File: config.mk
export PLATFORM = sky130hd
export DESIGN_NAME = dmem_req_queue
export DESIGN_NICKNAME = d
export VERILOG_FILES = /design/src/rtl/dmem_req_queue.sv
export SDC_FILE = /design/constraint.sdc
export NUM_CORES = 1
export LEC_CHECK = 0
export ABC_CLOCK_PERIOD_IN_PS = 11200
export BUFFER_PORTS_ARGS = -buffer_cell sky130_fd_sc_hd__buf_2
export CAP_MARGIN = 20
export CELL_PAD_IN_SITES_DETAIL_PLACEMENT = 2
export CELL_PAD_IN_SITES_GLOBAL_PLACEMENT = 2
export CORE_MARGIN = 4
export CORE_UTILIZATION = 43
export DETAILED_ROUTE_END_ITERATION = 8
export GPL_ROUTABILITY_DRIVEN = 0
export PLACE_DENSITY_LB_ADDON = 0.1
export REMOVE_ABC_BUFFERS = 1
export SLEW_MARGIN = 20
export SYNTH_ARGS = -nofsm -noshare
export SYNTH_HDL_FRONTEND = slang
export SYNTH_SLANG_ARGS = --single-unit
File: constraint.sdc
create_clock -name clk -period 11.2 [get_ports clk]
set_input_delay 0 -clock clk [delete_from_list [all_inputs] [get_ports clk]]
set_output_delay 0 -clock clk [all_outputs]
set_load 0.05 [all_outputs]
File: src/rtl/dmem_req_queue.sv
// dmem_req_queue
// Data-memory front end between the core's M/W stages and the data cache.
// Loads and stores go into a program-ordered request FIFO, and the cache
// only ever sees the FIFO head. Outstanding loads are tracked by a bounded
// counter, so the core stalls only when the FIFO is full or too many loads
// are waiting for data.
//
// Build option: define DMEM_RSP_CHK_EN to build a sticky response-protocol
// error flag on rsp_err. Without the macro, rsp_err is tied to 0 and no
// check logic is built.
module dmem_req_queue #(
    parameter int ADDR_W      = 21,
    parameter int REQ_DEPTH   = 4,
    parameter int MAX_PENDING = 4
) (
    input  logic                             clk,
    input  logic                             reset,
    input  logic                             Lw,
    input  logic                             MemWrite,
    input  logic [3:0]                       ByteEn,
    input  logic [31:0]                      DataAdr,
    input  logic [31:0]                      WriteData,
    output logic [31:0]                      read_data,
    output logic                             wb_valid,
    output logic                             stall_m,
    output logic                             stall_w,
    output logic [$clog2(MAX_PENDING+1)-1:0] pending_cnt,
    output logic [ADDR_W-1:0]                cache_req_addr,
    output logic [31:0]                      cache_req_data,
    output logic [3:0]                       cache_req_be,
    output logic                             cache_req_wr,
    output logic                             cache_req_valid,
    input  logic                             cache_req_ready,
    input  logic [31:0]                      cache_rsp_data,
    input  logic                             cache_rsp_valid,
    output logic                             rsp_err
);

    localparam int PTR_W = $clog2(REQ_DEPTH);
    localparam int CNT_W = $clog2(MAX_PENDING + 1);

    localparam logic [PTR_W:0]   PTR_ONE = {{PTR_W{1'b0}}, 1'b1};
    localparam logic [CNT_W-1:0] CNT_ONE = {{(CNT_W-1){1'b0}}, 1'b1};
    localparam logic [CNT_W-1:0] CNT_MAX = CNT_W'(MAX_PENDING);

    // FIFO storage, one field array per request component
    logic [ADDR_W-1:0]    addr_mem [REQ_DEPTH];
    logic [31:0]          data_mem [REQ_DEPTH];
    logic [3:0]           be_mem   [REQ_DEPTH];
    logic [REQ_DEPTH-1:0] read_mem;

    // Pointers carry one extra wrap bit so that full and empty can be told apart
    logic [PTR_W:0]   wr_ptr;
    logic [PTR_W:0]   rd_ptr;
    logic [PTR_W-1:0] wr_idx;
    logic [PTR_W-1:0] rd_idx;

    logic full;
    logic empty;
    logic active;
    logic is_load;
    logic at_cap;
    logic push;
    logic pop;
    logic load_push;

    logic [ADDR_W-1:0] push_addr;
    logic [3:0]        push_be;

    // The byte-offset bits and the bits above the word address never reach
    // the cache; the reduction keeps the whole address bus visibly consumed.
    logic unused_adr;
    assign unused_adr = ^DataAdr;

    assign wr_idx = wr_ptr[PTR_W-1:0];
    assign rd_idx = rd_ptr[PTR_W-1:0];

    // Full when the indices match but the wrap bits differ; empty when the
    // pointers are identical
    assign full  = (wr_idx == rd_idx) && (wr_ptr[PTR_W] != rd_ptr[PTR_W]);
    assign empty = (wr_ptr == rd_ptr);

    // A store takes precedence when both request strobes are raised
    assign active  = Lw | MemWrite;
    assign is_load = Lw & ~MemWrite;
    assign at_cap  = (pending_cnt == CNT_MAX);

    // Full is taken from the current state, so a same-cycle pop never frees
    // a slot for a push
    assign stall_m   = active & (full | (is_load & at_cap));
    assign push      = active & ~stall_m;
    assign pop       = ~empty & cache_req_ready;
    assign load_push = push & is_load;

    // Loads always request the full word
    assign push_addr = DataAdr[ADDR_W+1:2];
    assign push_be   = is_load ? 4'hF : ByteEn;

    // Responses pass straight through to the write-back stage
    assign read_data = cache_rsp_data;
    assign wb_valid  = cache_rsp_valid;
    assign stall_w   = (pending_cnt != '0) & ~cache_rsp_valid;

    assign cache_req_valid = ~empty;

    // Capture the accepted request into the slot at the write pointer
    always_ff @(posedge clk) begin
        if (push) begin
            addr_mem[wr_idx] <= push_addr;
            data_mem[wr_idx] <= WriteData;
            be_mem[wr_idx]   <= push_be;
            read_mem[wr_idx] <= is_load;
        end
    end

    // Advance the write and read pointers on push and pop; reset flushes
    always_ff @(posedge clk or posedge reset) begin
        if (reset) begin
            wr_ptr <= '0;
            rd_ptr <= '0;
        end else begin
            if (push) begin
                wr_ptr <= wr_ptr + PTR_ONE;
            end
            if (pop) begin
                rd_ptr <= rd_ptr + PTR_ONE;
            end
        end
    end

    // Count accepted loads still waiting for data; a response with nothing
    // outstanding leaves the counter at zero
    always_ff @(posedge clk or posedge reset) begin
        if (reset) begin
            pending_cnt <= '0;
        end else if (load_push && !cache_rsp_valid) begin
            pending_cnt <= pending_cnt + CNT_ONE;
        end else if (!load_push && cache_rsp_valid && (pending_cnt != '0)) begin
            pending_cnt <= pending_cnt - CNT_ONE;
        end
    end

    // Present the FIFO head to the cache, forcing zeros while empty
    always_comb begin
        cache_req_addr = '0;
        cache_req_data = '0;
        cache_req_be   = '0;
        cache_req_wr   = 1'b0;
        if (!empty) begin
            cache_req_addr = addr_mem[rd_idx];
            cache_req_data = data_mem[rd_idx];
            cache_req_be   = be_mem[rd_idx];
            cache_req_wr   = read_mem[rd_idx];
        end
    end

`ifdef DMEM_RSP_CHK_EN
    logic err_q;

    // Sticky flag: a response with no load outstanding, or a load accepted
    // at the pending cap with no response to offset it; only reset clears it
    always_ff @(posedge clk or posedge reset) begin
        if (reset) begin
            err_q <= 1'b0;
        end else if ((cache_rsp_valid && (pending_cnt == '0)) ||
                     (load_push && at_cap && !cache_rsp_valid)) begin
            err_q <= 1'b1;
        end
    end

    assign rsp_err = err_q;
`else
    assign rsp_err = 1'b0;
`endif

endmodule

==> flow_metrics.env, run 1 <==
export IMPL_outcome="finished clean"
export IMPL_first_pass_iters=4
export IMPL_start_util=0.441
export IMPL_port_buffer_count=127
export IMPL_drv_cap=0
export IMPL_yosysWarnings=0
export IMPL_syn2layout_area_growth_pct=21.3
export IMPL_cts_max_path_buffers=3
export IMPL_drive_gt1_frac=0.364
export IMPL_critPathMaxStageDelay_ns=1.08
export IMPL_r2r_end="rd_ptr[1]"
export IMPL_row_count=54
export IMPL_die_area_um2=25100
export IMPL_layout_min_cycle_time_ns=3.43
export IMPL_antenna_found_initial=0
export IMPL_numCtsBuffers=26
export IMPL_wire_per_inst_um=24.8
export IMPL_clock_latency_ns=0.52
export IMPL_skew_ns=0.0102
export IMPL_die_y_um=158
export IMPL_rr_startpoint="rd_ptr[1]"
export IMPL_hold_class="in2out"
export IMPL_crit_chain="xor2_2, or3b_2, buf_4, and2_1, buf_2"
export IMPL_drv_slew=0
export IMPL_dp_hpwl_um=13700
export IMPL_critPathArrivalTime_ns=3.43
export IMPL_grtUsageTotal=0.186
export IMPL_post_cts_setup_buffer_count=0
export IMPL_htree_levels=1
export IMPL_start_kind="flip-flop"
export IMPL_core_um2=22000
export IMPL_worstPathBufferInverterCount=2
export IMPL_cts_hold_buffers=60
export IMPL_r2r_worst_path_cells=5
export IMPL_post_route_drc_count=0
export IMPL_final_nets=749
export IMPL_tightest_slew_ns=0.991
export IMPL_wl_um=23200
export IMPL_syn_inst=476
export IMPL_hold_viol_final=0
export IMPL_fin_area_um2=11800
export IMPL_ys_ff_latch=241
export IMPL_fmax_mhz=291
export IMPL_rsz0062_at_grt="no"
export IMPL_path_delay_family="flip-flops"
export IMPL_drt_iter0_drc=237
export IMPL_setup_viol=0
export IMPL_hold_path_depth=0
export IMPL_grt_pass1_vias=5600
export IMPL_cts_sinks=241
export IMPL_yosysTopAreaCellShare=0.717
export IMPL_path_class="reg2out"
export IMPL_avgSynthCellArea_um2=20.4
export IMPL_fp_dieW_um=158
export IMPL_setup_tns_final_ns=0
export IMPL_cts_tree="yes"
export IMPL_clock_tree_root_cell="clkbuf_16"
export IMPL_hold_end="read_data[31]"
export IMPL_cts_resized_gates=0
export IMPL_dpl_cell_area_um2=10400
export IMPL_crit_required_ns=11.20
export IMPL_postRouteAntennaNets=0
export IMPL_synth_largest_area_cell="edfxtp_1"
export IMPL_r2r_slack_ns=8.05
export IMPL_routed_via_density=5.26
export IMPL_grt_pass1_wl_um=35100
export IMPL_ys_seq_area_frac=0.740
export IMPL_synth_distinct_cells=39
export IMPL_crit_fanout=61
export IMPL_grt_max_degree=62
export IMPL_hold_ws_ns=0.000392
export IMPL_finalCritPeriodShare=0.306
export IMPL_num_antenna_cells=0
export IMPL_hp_start="cache_rsp_data[31]"
export IMPL_cp_slowest_cell="dfrtp_4"
export IMPL_via_count=4926
export IMPL_syn_area_um2=9720
export IMPL_crit_path_end_kind="output port"
export IMPL_relSlewSlack=0.339
export IMPL_grt_overflow_total=0
export IMPL_netlist_top_cells_area="edfxtp_1, mux4_2, and2_1"
export IMPL_io_pins=204
export IMPL_clkTransAtPathRegs_ns=0.06
[cells in the mapped netlist, drive strengths merged]
cell type,number
edfxtp,232
and2,61
mux4,58
buf,47
clkbuf,11
dfrtp,9
nand2b,6
xnor2,6
ha,5
inv,5
nor2,5
nand3,3
nor3,3
xor2,3
mux2,2
o22a,2
or3b,2
a21oi,1
a221oi,1
a311oi,1
a31oi,1
a32o,1
conb,1
fa,1
mux2i,1
nand2,1
nor3b,1
nor4,1
o211ai,1
o21ai,1
o221ai,1
o31a,1
or2,1
[sequential cells by signal, indices dropped and copies added, names as in the netlist]
| signal | cells |
|---|---|
| addr_mem | 84 |
| be_mem | 16 |
| data_mem | 128 |
| pending_cnt | 3 |
| rd_ptr | 3 |
| read_mem | 4 |
| wr_ptr | 3 |
[worst register-to-register path: stages, from the launching register on]
cell and delay [ns]:
dfrtp_4 1.08, xor2_2 0.22, or3b_2 0.77, buf_4 0.38, nand2_1 0.21, mux2_2 0.37
[cell usage in the layout, fill, tap and decap left out, drive strengths merged, types with 2 or more instances in the layout]
cell type	netlist	layout
nand2b	6	6
inv	5	5
xor2	3	3
edfxtp	232	232
nor2	5	5
or3b	2	2
clkbuf	11	33
bufinv	0	2
mux2	2	2
clkinv	0	11
buf	47	131
mux4	58	58
dlygate4sd3	0	60
and2	61	61
xnor2	6	6
dfrtp	9	9
nand3	3	3
o22a	2	2
nor3	3	3
ha	5	5
[layout make-up]
type / count / area, um^2
Clock buffer: 33 / 698
Clock inverter: 14 / 116
Fill cell: 1949 / 10200
Inverter: 5 / 18.8
Multi-Input combinational cell: 172 / 2140
Sequential cell: 241 / 7200
Tap cell: 280 / 350
Timing Repair Buffer: 191 / 1270
[metal layers]
| layer | vias to the layer above | part of all wire | GRT usage |
|---|---|---|---|
| met5 | - | 0.0015 | 0.00992 |
| met4 | 2 | 0.0083 | 0.0297 |
| met3 | 16 | 0.059 | 0.0489 |
| met2 | 139 | 0.52 | 0.322 |
| met1 | 2607 | 0.42 | 0.243 |
| li1 | 2162 | - | - |
[cells by family after synthesis]
kind of cell               share of synthesized area
and+or+nand+nor                               0.0532
muxes                                          0.138
xor gates and xnor gates                     0.00888
other                                       0.000386
AOI/OAI and AO/OA                            0.00991
adders and majority gates                    0.00850
buffers and inverters                         0.0415
DFF                                            0.740
[stage by stage]
| step | instances | worst slack [ns] | utilization |
|---|---|---|---|
| after floorplan | 418 | 3.45 | - |
| after global placement | 829 | 8.05 | 0.471 |
| after detailed placement | 829 | 8.00 | 0.471 |
| after CTS | 936 | 7.67 | 0.535 |
| after global routing | 936 | 7.59 | 0.535 |
| final | 936 | 7.77 | 0.535 |
[how the worst max path moves through the flow]
stage	slack, ns	from	endpoint	depth (start not counted)
after floorplan	3.45	rd_ptr[0]	addr_mem[3][0]	3
after global placement	8.05	rd_ptr[1]	rd_ptr[1]	5
after detailed placement	8.00	rd_ptr[1]	addr_mem[0][1]	4
after CTS	7.67	rd_ptr[1]	cache_req_addr[14]	5
after global routing	7.59	rd_ptr[1]	cache_req_addr[14]	5
final	7.77	rd_ptr[1]	cache_req_addr[14]	5
Power of run 1 is left out: the tool's default activity adds up to more than one toggle a clock period on the data nets, which glitch-free logic cannot reach.
==> run 2: changes to the inputs <==
--- a/config.mk
+++ b/config.mk
@@ -5,13 +5,13 @@
 export SDC_FILE = /design/constraint.sdc
 export NUM_CORES = 1
 export LEC_CHECK = 0
-export ABC_CLOCK_PERIOD_IN_PS = 11200
+export ABC_CLOCK_PERIOD_IN_PS = 3600
 export BUFFER_PORTS_ARGS = -buffer_cell sky130_fd_sc_hd__buf_2
 export CAP_MARGIN = 20
 export CELL_PAD_IN_SITES_DETAIL_PLACEMENT = 2
 export CELL_PAD_IN_SITES_GLOBAL_PLACEMENT = 2
 export CORE_MARGIN = 4
-export CORE_UTILIZATION = 43
+export CORE_UTILIZATION = 40
 export DETAILED_ROUTE_END_ITERATION = 8
 export GPL_ROUTABILITY_DRIVEN = 0
 export PLACE_DENSITY_LB_ADDON = 0.1
==> constraint.sdc (replaced) <==
create_clock -name clk -period 3.6 [get_ports clk]
set_input_delay 0 -clock clk [delete_from_list [all_inputs] [get_ports clk]]
set_output_delay 0 -clock clk [all_outputs]
set_load 0.05 [all_outputs]
==> flow_metrics.env, run 2 (synthesized netlist as in run 1, its figures left out) <==
export IMPL_outcome="finished clean"
export IMPL_path_class="reg2out"
export IMPL_grt_max_degree=61
export IMPL_drv_slew=0
export IMPL_postRouteAntennaNets=0
export IMPL_seq_area_um2=7200
export IMPL_fmax_mhz=349
export IMPL_layout_common_cells="edfxtp_1, buf_2, dlygate4sd3_1"
export IMPL_antenna_found_initial=0
export IMPL_core_um2=23700
export IMPL_final_nets=755
export IMPL_die_y_um=164
export IMPL_wl_um=23100
export IMPL_htree_levels=1
export IMPL_hold_viol_final=0
export IMPL_hold_class="in2out"
export IMPL_fp_dieW_um=164
export IMPL_post_route_drc_count=0
export IMPL_fill_cells=2211
export IMPL_critPathMaxStageDelay_ns=0.60
export IMPL_cp_slowest_cell="dfrtp_4"
export IMPL_skew_ns=0.00872
export IMPL_layout_min_cycle_time_ns=2.87
export IMPL_grt_pass1_vias=5749
export IMPL_r2r_slack_ns=0.94
export IMPL_crit_path_end_kind="output port"
export IMPL_max_flop_register="data_mem"
export IMPL_critPathArrivalTime_ns=2.87
export IMPL_clock_latency_ns=0.52
export IMPL_drt_iter0_drc=285
export IMPL_io_pins=204
export IMPL_tightest_slew_ns=0.916
export IMPL_start_kind="flip-flop"
export IMPL_dp_hpwl_um=14000
export IMPL_reg_largest_list="data_mem x128, addr_mem x84, be_mem x16"
export IMPL_cts_sinks=241
export IMPL_crit_required_ns=3.60
export IMPL_first_pass_iters=4
export IMPL_grt_overflow_total=0
export IMPL_post_cts_setup_buffer_count=0
export IMPL_multi_input_comb_area_um2=2140
export IMPL_num_antenna_cells=0
export IMPL_setup_tns_final_ns=0
export IMPL_numCtsBuffers=26
export IMPL_crit_fanout=25
export IMPL_clock_tree_root_cell="clkbuf_16"
export IMPL_port_buffer_count=127
export IMPL_cts_tree="yes"
export IMPL_largest_reg_flops=128
export IMPL_syn2layout_area_growth_pct=22.6
export IMPL_relSlewSlack=0.389
export IMPL_drive_gt1_frac=0.367
export IMPL_drv_cap=0
export IMPL_routed_via_density=5.05
export IMPL_grtUsageTotal=0.176
export IMPL_finalCritPeriodShare=0.797
export IMPL_final_common_cell="edfxtp_1"
export IMPL_crit_chain="xor2_1, or3b_2, buf_4, and2_1, buf_2"
export IMPL_rsz0062_at_grt="no"
export IMPL_grt_pass1_wl_um=35500
export IMPL_setup_viol=0
export IMPL_die_area_um2=26900
export IMPL_wire_per_inst_um=23.5
export IMPL_cts_max_path_buffers=3
export IMPL_start_util=0.410
export IMPL_clkTransAtPathRegs_ns=0.06
export IMPL_via_count=4956
export IMPL_row_count=56
==> run 2: cell types whose count changed in the layout (fill, tap and decap cells not counted), sizes merged <==
cell      change
buf           +6
bufinv        -2
clkbuf        +6
clkinv        -2
clkinvlp      -1
==> run 2: cell type report <==
type,count,share of cell area
Tap cell,319,0.0335
Sequential cell,241,0.604
Multi-Input combinational cell,172,0.179
Timing Repair Buffer,197,0.115
Clock buffer,39,0.0638
Clock inverter,9,0.00315
Inverter,5,0.00157
==> run 2: critical path, delay by kind of cell, from the launching register on <==
| kind | cells | cell delay [ns] |
|---|---|---|
| buf+inv | 2 | 0.64 |
| xor+xnor | 1 | 0.32 |
| simple gates | 2 | 0.78 |
| flops | 1 | 0.60 |
==> run 2: metrics by stage <==
step           cells  utilization  hold WS (ns)  instance area [um^2]  setup WS [ns]
4_1_cts          982        0.503      0.000487                 11900          0.427
5_1_grt          982        0.503      0.000309                 11900          0.482
6_report         982        0.503      0.000464                 11900          0.731
3_3_place_gp     874        0.444      -0.00117                 10500          0.972
2_1_floorplan    418            -        -0.172                  9340          -4.15
3_5_place_dp     874        0.444      -0.00151                 10500          0.909
==> run 2: worst paths after layout <==
check | to | from | cells past startpoint
setup / recovery | cache_req_data[14] | rd_ptr[0] | 5
hold / removal | read_data[1] | cache_rsp_data[1] | 0
setup reg to reg | pending_cnt[1] | rd_ptr[0] | 7
hold reg to reg | rd_ptr[2] | rd_ptr[2] | 1
max in group asynchronous | rd_ptr[0] | reset | 3
min in group asynchronous | wr_ptr[2] | reset | 3
==> run 2: what timing repair did <==
item,CTS,global route
endpoints found under the hold margin,241,0
gates resized for setup,0,0
hold buffers,60,0
==> run 2: layer usage <==
metal,GRT usage,vias to the layer above,share of wire
li1,-,2182,-
met1,0.224,2612,0.41
met2,0.304,136,0.52
met3,0.0464,24,0.062
met4,0.0366,2,0.014
met5,0.00947,-,0.0014
Power of run 2 is left out for the same reason.
==> run 3: changes to the inputs <==
--- a/config.mk
+++ b/config.mk
@@ -5,13 +5,13 @@
 export SDC_FILE = /design/constraint.sdc
 export NUM_CORES = 1
 export LEC_CHECK = 0
-export ABC_CLOCK_PERIOD_IN_PS = 3600
+export ABC_CLOCK_PERIOD_IN_PS = 2600
 export BUFFER_PORTS_ARGS = -buffer_cell sky130_fd_sc_hd__buf_2
 export CAP_MARGIN = 20
 export CELL_PAD_IN_SITES_DETAIL_PLACEMENT = 2
 export CELL_PAD_IN_SITES_GLOBAL_PLACEMENT = 2
 export CORE_MARGIN = 4
-export CORE_UTILIZATION = 40
+export CORE_UTILIZATION = 36
 export DETAILED_ROUTE_END_ITERATION = 8
 export GPL_ROUTABILITY_DRIVEN = 0
 export PLACE_DENSITY_LB_ADDON = 0.1
==> constraint.sdc (replaced) <==
create_clock -name clk -period 2.6 [get_ports clk]
set_input_delay 0 -clock clk [delete_from_list [all_inputs] [get_ports clk]]
set_output_delay 0 -clock clk [all_outputs]
set_load 0.05 [all_outputs]
==> flow_metrics.env, run 3 (synthesized netlist as in run 1, its figures left out) <==
export IMPL_hp_start="cache_rsp_data[3]"
export IMPL_critPathMaxStageDelay_ns=0.49
export IMPL_via_count=4976
export IMPL_drv_slew=0
export IMPL_critPathArrivalTime_ns=2.50
export IMPL_antenna_found_initial=0
export IMPL_final_nets=761
export IMPL_routed_via_density=4.97
export IMPL_crit_chain="xor2_1, buf_4, or3b_2, buf_4, and2_1, buf_2"
export IMPL_port_buffer_count=127
export IMPL_cts_sinks=241
export IMPL_die_y_um=172
export IMPL_final_common_cell="edfxtp_1"
export IMPL_path_delay_family="simple AND/OR/NAND/NOR gates"
export IMPL_wl_um=22600
export IMPL_fill_cells=2444
export IMPL_hold_class="in2out"
export IMPL_cts_tree="yes"
export IMPL_pre_cts_ws_ns=0.196
export IMPL_fmax_mhz=400
export IMPL_hold_viol_final=0
export IMPL_syn2layout_area_growth_pct=23.1
export IMPL_io_pins=204
export IMPL_grt_pass1_wl_um=34100
export IMPL_grt_overflow_total=0
export IMPL_clock_tree_root_cell="clkbuf_16"
export IMPL_layout_common_cells="edfxtp_1, buf_2, dlygate4sd3_1"
export IMPL_crit_required_ns=2.60
export IMPL_tightest_slew_ns=0.972
export IMPL_crit_path_end_kind="output port"
export IMPL_worstPathBufferInverterCount=3
export IMPL_htree_levels=1
export IMPL_row_count=59
export IMPL_largest_reg_flops=128
export IMPL_fp_dieW_um=172
export IMPL_dp_hpwl_um=13500
export IMPL_relSlewSlack=0.352
export IMPL_cts_max_path_buffers=3
export IMPL_multi_input_comb_area_um2=2140
export IMPL_die_area_um2=29700
export IMPL_drt_iter0_drc=271
export IMPL_drive_gt1_frac=0.369
export IMPL_rr_startpoint="rd_ptr[2]"
export IMPL_start_util=0.370
export IMPL_crit_fanout=26
export IMPL_clock_latency_ns=0.52
export IMPL_wl_met2_um=11200
export IMPL_critPathLaunch="rd_ptr[0]"
export IMPL_outcome="finished clean"
export IMPL_reg_largest_list="data_mem x128, addr_mem x84, be_mem x16"
export IMPL_postRouteAntennaNets=0
export IMPL_grtUsageTotal=0.152
export IMPL_start_kind="flip-flop"
export IMPL_post_route_drc_count=0
export IMPL_post_cts_setup_buffer_count=0
export IMPL_cp_slowest_cell="dfrtp_4"
export IMPL_grt_max_degree=61
export IMPL_dr_wl_met3_um=1420
export IMPL_seq_area_um2=7200
export IMPL_first_pass_iters=5
export IMPL_setup_viol=0
export IMPL_clkTransAtPathRegs_ns=0.06
export IMPL_layout_min_cycle_time_ns=2.50
export IMPL_skew_ns=0.0122
export IMPL_num_antenna_cells=0
export IMPL_wl_met1_um=9650
export IMPL_core_um2=26300
export IMPL_finalCritPeriodShare=0.961
export IMPL_fin_ws_ns=0.102
export IMPL_drv_cap=0
export IMPL_numCtsBuffers=26
export IMPL_wire_per_inst_um=22.5
export IMPL_highest_layer="met4"
export IMPL_hold_ws_ns=0.000417
export IMPL_path_class="reg2out"
export IMPL_grt_pass1_vias=5681
export IMPL_crit_top_cell="buf_4"
export IMPL_rsz0062_at_grt="no"
export IMPL_max_flop_register="data_mem"
[run 3: cell count changes in the layout (fill, tap and decap cells not counted)]
cell	previous run	this run
clkinv_2	3	4
buf_6	1	2
clkbuf_1	8	9
dlygate4sd3_1	60	61
buf_4	5	9
clkinv_1	6	5
bufinv_16	0	1
clkbuf_8	4	0
[run 3: path summary, 6_finish.rpt]
path / end / slack, ns / depth (start not counted)
max in group asynchronous: rd_ptr[0] / 1.74 / 4
hold reg to reg: wr_ptr[2] / 0.49 / 1
setup / recovery: cache_req_addr[18] / 0.10 / 6
hold / removal: read_data[3] / 0.0004 / 0
min in group asynchronous: pending_cnt[2] / 0.55 / 4
setup reg to reg: addr_mem[0][11] / 0.24 / 4
[run 3: layout make-up]
type / instances / share of cell area
repair buffers: 203 / 0.118
flip-flops and latches: 241 / 0.602
clock inverters: 10 / 0.00575
inverters: 5 / 0.00157
multi-input cells: 172 / 0.179
clock buffers: 36 / 0.0593
well taps: 335 / 0.0350
[run 3: worst reg2reg max path, stage by stage (launching register included)]
cell and delay, ns:
dfrtp_1 0.40, xnor2_1 0.31, nor3_1 0.13, nor2_1 0.27
and2_4 0.86
[run 3: metal layers]
metal,global-route usage,vias up
li1,-,2194
met1,0.200,2603
met2,0.254,147
met3,0.0407,32
met4,0.0359,0
met5,0.00836,-
[run 3: timing repair]
| item | 4_1_cts | 5_1_grt |
|---|---|---|
| endpoints found under the setup margin | 14 | 0 |
| hold buffers | 61 | 0 |
| resized for setup | 2 | 0 |
| hold endpoints to repair | 241 | 0 |
[run 3: metrics by stage]
step	instances	TNS, ns	cell area, um^2	util
floorplan	418	-809.21	9340	-
global placement	895	0	10600	0.402
detailed placement	895	0	10600	0.402
CTS	1002	0	12000	0.455
global route	1002	0	12000	0.455
finish	1002	0	12000	0.455
Power of run 3 is left out for the same reason.
